## config.mk

```make
export PLATFORM = sky130hd
export DESIGN_NAME = uart_tx_arbiter
export DESIGN_NICKNAME = d
export VERILOG_FILES = /design/src/rtl/uart_tx_arbiter.sv
export SDC_FILE = /design/constraint.sdc
export NUM_CORES = 1
export LEC_CHECK = 0
export BUFFER_PORTS_ARGS = -buffer_cell sky130_fd_sc_hd__buf_2
export CAP_MARGIN = 20
export CORE_ASPECT_RATIO = 1.4
export CORE_UTILIZATION = 26
export DETAILED_ROUTE_END_ITERATION = 7
export PLACE_DENSITY = 0.49
export SYNTH_ARGS = -nofsm -noshare
export SYNTH_HDL_FRONTEND = slang
export SYNTH_SLANG_ARGS = --single-unit
```

## constraint.sdc

```tcl
create_clock -name clk -period 7.7 [get_ports clk]
set_input_delay 1.54 -clock clk [delete_from_list [all_inputs] [get_ports clk]]
set_output_delay 1.54 -clock clk [all_outputs]
set_load 0.05 [all_outputs]
```

## src/rtl/uart_tx_arbiter.sv

```systemverilog
// Round-robin arbiter that shares one UART transmitter among NUM_REQ byte streams.
// A packet holds the lock until its last byte, and the lock is released if the owner stalls too long.
//
//   state     | meaning
//   IDLE      | arbitrating; a byte may be accepted when busy is low
//   LAUNCH    | transmit strobe is high for this single cycle
//   WAIT_BUSY | waiting for the transmitter to raise busy
//   WAIT_DONE | waiting for the transmitter to drop busy
module uart_tx_arbiter #(
  parameter int NUM_REQ      = 4,
  parameter int LOCK_TIMEOUT = 1_000_000
) (
  input  logic                       clk,
  input  logic                       reset_n,
  input  logic [NUM_REQ-1:0]         req_valid,
  input  logic [8*NUM_REQ-1:0]       req_data,
  input  logic [NUM_REQ-1:0]         req_last,
  output logic [NUM_REQ-1:0]         req_ready,
  output logic                       transmit,
  output logic [7:0]                 TxData,
  input  logic                       busy,
  output logic [$clog2(NUM_REQ)-1:0] grant_id,
  output logic                       locked,
  output logic                       timeout_err
);

  localparam int IDW = $clog2(NUM_REQ);
  localparam int CW  = $clog2(LOCK_TIMEOUT + 1);
  localparam logic [CW-1:0] CNT_LAST = CW'(LOCK_TIMEOUT - 1);

  typedef enum logic [1:0] {IDLE, LAUNCH, WAIT_BUSY, WAIT_DONE} state_t;

  state_t         state_q, state_d;
  logic [IDW-1:0] rr_q, rr_d, grant_q, grant_d;
  logic [CW-1:0]  cnt_q, cnt_d;
  logic [7:0]     txdata_q, txdata_d;
  logic           transmit_q, transmit_d;
  logic           last_q, last_d;
  logic           locked_q, locked_d;
  logic           err_q, err_d;

  logic [IDW-1:0] win, sel;
  logic [7:0]     sel_data;
  logic           win_found, sel_valid, sel_last, accept;

  // Two passes give the wrap-around search: indices above rr_q first, then 0..rr_q.
  always_comb begin
    win_found = 1'b0;
    win       = '0;
    for (int i = 0; i < NUM_REQ; i++) begin
      if (!win_found && req_valid[i] && (IDW'(i) > rr_q)) begin
        win_found = 1'b1;
        win       = IDW'(i);
      end
    end
    for (int i = 0; i < NUM_REQ; i++) begin
      if (!win_found && req_valid[i] && (IDW'(i) <= rr_q)) begin
        win_found = 1'b1;
        win       = IDW'(i);
      end
    end
  end

  always_comb begin
    sel       = locked_q ? grant_q : win;
    sel_valid = 1'b0;
    sel_last  = 1'b0;
    sel_data  = '0;
    for (int i = 0; i < NUM_REQ; i++) begin
      if (IDW'(i) == sel) begin
        sel_valid = req_valid[i];
        sel_last  = req_last[i];
        sel_data  = req_data[8*i +: 8];
      end
    end
    accept    = (state_q == IDLE) && !busy && sel_valid;
    req_ready = '0;
    for (int i = 0; i < NUM_REQ; i++) begin
      if (IDW'(i) == sel) req_ready[i] = accept;
    end
  end

  always_comb begin
    state_d    = state_q;
    rr_d       = rr_q;
    grant_d    = grant_q;
    cnt_d      = cnt_q;
    txdata_d   = txdata_q;
    last_d     = last_q;
    locked_d   = locked_q;
    err_d      = err_q;
    transmit_d = 1'b0;
    case (state_q)
      IDLE: begin
        if (accept) begin
          txdata_d   = sel_data;
          last_d     = sel_last;
          grant_d    = sel;
          locked_d   = 1'b1;
          cnt_d      = '0;
          transmit_d = 1'b1;
          state_d    = LAUNCH;
        end else if (locked_q && !sel_valid) begin
          // Owner is silent; a valid from the owner always takes precedence over expiry.
          if (cnt_q == CNT_LAST) begin
            locked_d = 1'b0;
            rr_d     = grant_q;
            err_d    = 1'b1;
            cnt_d    = '0;
          end else if (cnt_q != '1) begin
            cnt_d = cnt_q + 1'b1;
          end
        end
      end
      LAUNCH:    state_d = WAIT_BUSY;
      WAIT_BUSY: if (busy) state_d = WAIT_DONE;
      WAIT_DONE: begin
        if (!busy) begin
          state_d = IDLE;
          if (last_q) begin
            locked_d = 1'b0;
            rr_d     = grant_q;
          end
        end
      end
      default:   state_d = IDLE;
    endcase
  end

  always_ff @(posedge clk or negedge reset_n) begin
    if (!reset_n) begin
      state_q    <= IDLE;
      rr_q       <= IDW'(NUM_REQ - 1);
      grant_q    <= '0;
      cnt_q      <= '0;
      txdata_q   <= '0;
      transmit_q <= 1'b0;
      last_q     <= 1'b0;
      locked_q   <= 1'b0;
      err_q      <= 1'b0;
    end else begin
      state_q    <= state_d;
      rr_q       <= rr_d;
      grant_q    <= grant_d;
      cnt_q      <= cnt_d;
      txdata_q   <= txdata_d;
      transmit_q <= transmit_d;
      last_q     <= last_d;
      locked_q   <= locked_d;
      err_q      <= err_d;
    end
  end

  assign transmit    = transmit_q;
  assign TxData      = txdata_q;
  assign grant_id    = grant_q;
  assign locked      = locked_q;
  assign timeout_err = err_q;

endmodule

```

==> results.md <==
- The final number of hold-violating endpoints is 0.
- The average size of a mapped cell is about 9.5 um^2.
- In this design, the stage delay of the slowest critical-path cell is between 0.8 and 0.9 ns.
- For met1 alone, demand over resource in global routing was 15.4%.
- The most heavily used metal layer in global routing is met2.
- The area share of the leading cell type in the synthesized netlist is a little over a third.
- The count of nets left with antenna violations once routing finished came out at 0.
- The critical path goes through buf_2 -> nand2b_1 -> a221o_1 -> a31oi_4 -> a211oi_1 -> or4b_1 -> clkinv_8 -> nand2_1 -> nor2_1 -> buf_2.
- The clock net in this run drives a total of 38 sinks.
- The post-synthesis share of cell area spent on xor and xnor gates is 1.41%.
- In the final layout, the share of cells above drive strength 1 is a little under a third.
- The maximum level of the CTS H-tree is 2.
- The post-route clock skew is 0.00385 ns.
- Yosys mapped a number of flops with a built-in enable equal to 0.
- The dominant combinational cell family by area after synthesis is simple AND/OR/NAND/NOR gates.
- The most critical setup path has its endpoint at req_ready[2].
- Row generation in the floorplan step produced 41 rows.
- Yosys printed 0 warnings.
- 0 antenna diodes ended up in the layout.
- The number of antenna violations at the first check in global routing was 0.
- Once the clock tree was built, the setup fixing pass inserted 0 buffers.
- The critical path is of the primary input to primary output type.
- The worst-case IR drop observed on VDD is ~0.2 mV.
- Grouping stages by cell kind, the critical path spends the most delay in simple AND/OR/NAND/NOR gates.
- The endpoint identified for the worst register-to-register timing path is cnt_q[9]$_DFFE_PN0P_.
- The slowest stage of the critical path is the sky130_fd_sc_hd__or4b_1 cell.
- The clock-pin transition on the worst setup and hold timing paths is ~0.060 ns.
- The maximum number of pins on one net before global-route repair is 39.
- The kind of end point of the critical path is a primary output.
- The count of buffers from port buffering is 59.
- The global-route wire length before repair is a little over 10000 um.
- The boundary pin count is 60.
- For this run, the leading register cell type out of synthesis is sky130_fd_sc_hd__dfrtp_1.
- Counting every net in the synthesized netlist gives about 310.
- The first TritonRoute pass finished after 4 iterations.
- By area the synthesized netlist is led by sky130_fd_sc_hd__dfrtp_1 (36%), sky130_fd_sc_hd__mux4_2 (8.2%), sky130_fd_sc_hd__nand2_1 (6.7%), sky130_fd_sc_hd__nor2_1 (3.3%), sky130_fd_sc_hd__o21ai_0 (2.8%).
- The number of max-slew violations in the final report is 0.
- The cell count after synthesis came out at 260.
- The depth of the most critical reg-to-reg path is 9.
- The DRC violation count after routing is 0.
- The area share of fa/ha/maj cells after synthesis is 2.02%.
- The effective utilization at floorplan is 27.1%.
- The total detailed-routing wirelength is around 6300 um.
- Setup repair after global routing left no endpoint under its margin.
- The die covers around 9900 um^2.
- The total global-route track usage is a little over an eighth.
- Summing the areas of all compound-gate instances in the mapped netlist gives between 20% and 30% of the synthesized area.
- The final critical path takes up between 70% and 80% of the cycle.
- The critical path's most frequent cell is sky130_fd_sc_hd__buf_2.
- The total of flip-flops plus latches after synthesis is 38.
- The number of inserted filler cells in the final layout is 979.
- The maximum buffer depth of the clock tree is 2.
- In this run the power density over the cells is roughly 390 nW/um^2.
- The count of cells resized by post-cts repair is 0.
- In this run, post-CTS hold repair placed 0 buffers.
- The clock period minus final worst setup slack is between 6 and 7 ns.
- The final layout contains approximately 370 nets.
- Global routing consumed, on the met2 layer, a little under a quarter of the routing resources.
- The largest total area in the synthesized netlist belongs to sky130_fd_sc_hd__dfrtp_1.
- The die is approximately 85 um wide.
- The total vias in the final route is about 2200.
- The critical path starts at req_valid[2].
- The flow ran to the end, and the final reports show no timing, DRC or antenna violations.
- The synthesized netlist devotes 23.8% of its cell area to simple gates.
- Data arrives at the worst endpoint at around 4.5 ns.
- The class of the tightest hold or removal check is flop to flop.
- Across all register-to-register paths, the minimum setup slack is between 4 and 5 ns.
- Summing all flip-flop and latch instances after layout gives around 950 um^2.
- The area of the core is 9130 um^2.
- The detailed-route vias per instance is 5.18.
- Along the worst path, the maximum fanout reaches 18.
- After the first detailed-routing iteration, the DRC count stood at roughly 110.
- After synthesis the cells add up to 2480 um^2.
- The TritonCTS clock tree is done.
- In this run the tightest slew margin relative to its limit is between 20% and 30%.
- Setup total negative slack on the finished layout was measured at 0 ns.
- The analysis attributes to cell leakage a power of 1.36 nW.
- The launch instance of the worst register-to-register path is rr_q[1]$_DFFE_PN1P_.
- After legalization and detailed placement, the total HPWL measured approximately 4800 um.
- The final number of setup-violating endpoints is 0.
- The number of violations of the max-capacitance limit is 0.
- Counting buffers and inverters, the worst setup path is 10 cells deep.
- The async set or reset register ratio after synthesis is 100%.
- The worst setup path is launched from a primary input.
- The number of global-route vias before repair is slightly above 2000.
- Counting both buffers and inverters, the worst setup path holds a total of 3.
- For the pin with the worst max-slew slack, the measured transition is 1.07 ns.
- The final weighted congestion in routability-driven placement is roughly 0.79.
- The total clock buffers created by CTS is 5.
- Summed over all layers, the global routing overflow is 0.
- At the end of the flow the core is filled with cells to approximately 33%.
- Summing all multi-input logic gate instances after layout gives roughly 1400 um^2.
- The overall die height is about 120 um.
- Of the post-synthesis cell area, the part taken by muxes is 9.55%.
- The sequential element share of the synthesized area is between 30% and 40%.
- Timing would allow up to between 0.15 and 0.2 GHz.
- The met3 usage in global routing is 3.30%.
- The average wire per cell in the routed design is around 15 um.
- The area added between synthesis and finish is 22.7%.
- The clock latency reported for the late side of the worst-skew pair is a little under 0.3 ns.
- In this run the clock root is driven by a sky130_fd_sc_hd__clkbuf_16.
- The count of distinct cell types in the synthesized netlist is 57.
- The required time at the worst-slack endpoint is approximately 6.2 ns.
-- metrics by stage --
step	area, um^2	setup slack, ns	hold WS, ns	total power [mW]	cells
after detailed placement	2870	1.59	0.461	0.959	418
after floorplan	2480	1.75	0.467	0.819	260
after CTS	3040	1.57	0.475	1.19	426
final	3040	1.64	0.469	1.18	426
after global placement	2870	1.64	0.450	0.957	418
after global routing	3040	1.36	0.492	1.26	426
-- metal layers --
| metal | routed length (um) | part of all wire (%) |
|---|---|---|
| met1 | 2660 | 42 |
| met5 | 0 | 0 |
| met2 | 3240 | 51 |
| met3 | 321 | 5.1 |
| met4 | 117 | 1.8 |
-- cell usage after synthesis (all sizes together), types with 3 or more instances --
cell type  instances
a2111oi            3
a211oi             3
a21oi              9
a221o              4
a22o               3
a31oi              4
and3               4
buf                3
clkbuf             7
dfrtp             36
ha                 4
inv               10
mux2               3
mux4               9
nand2             44
nand3              7
nand4              4
nor2              23
nor3              10
nor4               7
nor4b              3
o21a               3
o21ai             14
or2                3
or3                3
xor2               3
-- state kept, by name (all words and copies together) (netlist names) --
register     cells
state_q          2
TxData           8
last_q           1
grant_id         2
cnt_q           20
rr_q             2
locked           1
transmit         1
timeout_err      1
-- worst min-delay path by stage --
stage	from	to	slack, ns	depth (start not counted)
global placement	timeout_err$_DFFE_PN0P_	timeout_err$_DFFE_PN0P_	0.45	1
detailed placement	TxData[1]$_DFFE_PN0P_	TxData[1]$_DFFE_PN0P_	0.46	2
CTS	TxData[0]$_DFFE_PN0P_	TxData[0]$_DFFE_PN0P_	0.47	2
global route	timeout_err$_DFFE_PN0P_	timeout_err$_DFFE_PN0P_	0.49	1
finish	TxData[0]$_DFFE_PN0P_	TxData[0]$_DFFE_PN0P_	0.47	2
floorplan	last_q$_DFFE_PN0P_	last_q$_DFFE_PN0P_	0.47	2
-- cells by family (layout without fill, tap and decap cells) --
kind of cell               after synthesis  after routing
and+or+nand+nor                        119            119
DFF                                     38             38
adders and majority gates                4              4
buffers and inverters                   21             80
AOI/OAI and AO/OA                       62             62
muxes                                   12             12
xor gates and xnor gates                 4              4
-- cell usage in the layout (no fill, tap or decap), drive strengths merged, types with 7 or more instances in the layout --
master  count
buf        61
nand2      44
dfrtp      36
nor2       23
o21ai      14
inv        10
nor3       10
a21oi       9
mux4        9
clkbuf      8
nor4        7
nand3       7
-- where the power goes --
part / total (mW) / switching, mW / internal, mW
clock network: 0.229 / 0.0825 / 0.147
logic: 0.611 / 0.384 / 0.227
registers: 0.337 / 0.0694 / 0.268
total: 1.18 / 0.536 / 0.641
-- layout make-up --
class / count / share of cell area (%)
clock buffers: 8 / 5.47
inverters: 11 / 1.77
multi-input cells: 201 / 46.8
flip-flops and latches: 38 / 31.4
well taps: 107 / 4.40
repair buffers: 61 / 10.2
-- tightest hold or removal path, cell delays in order (launching register included) --
cell,delay (ns)
sky130_fd_sc_hd__dfrtp_1,0.34
sky130_fd_sc_hd__nand2_1,0.05
sky130_fd_sc_hd__nand2_1,0.05
No activity file was read; power rests on OpenSTA's default activity.
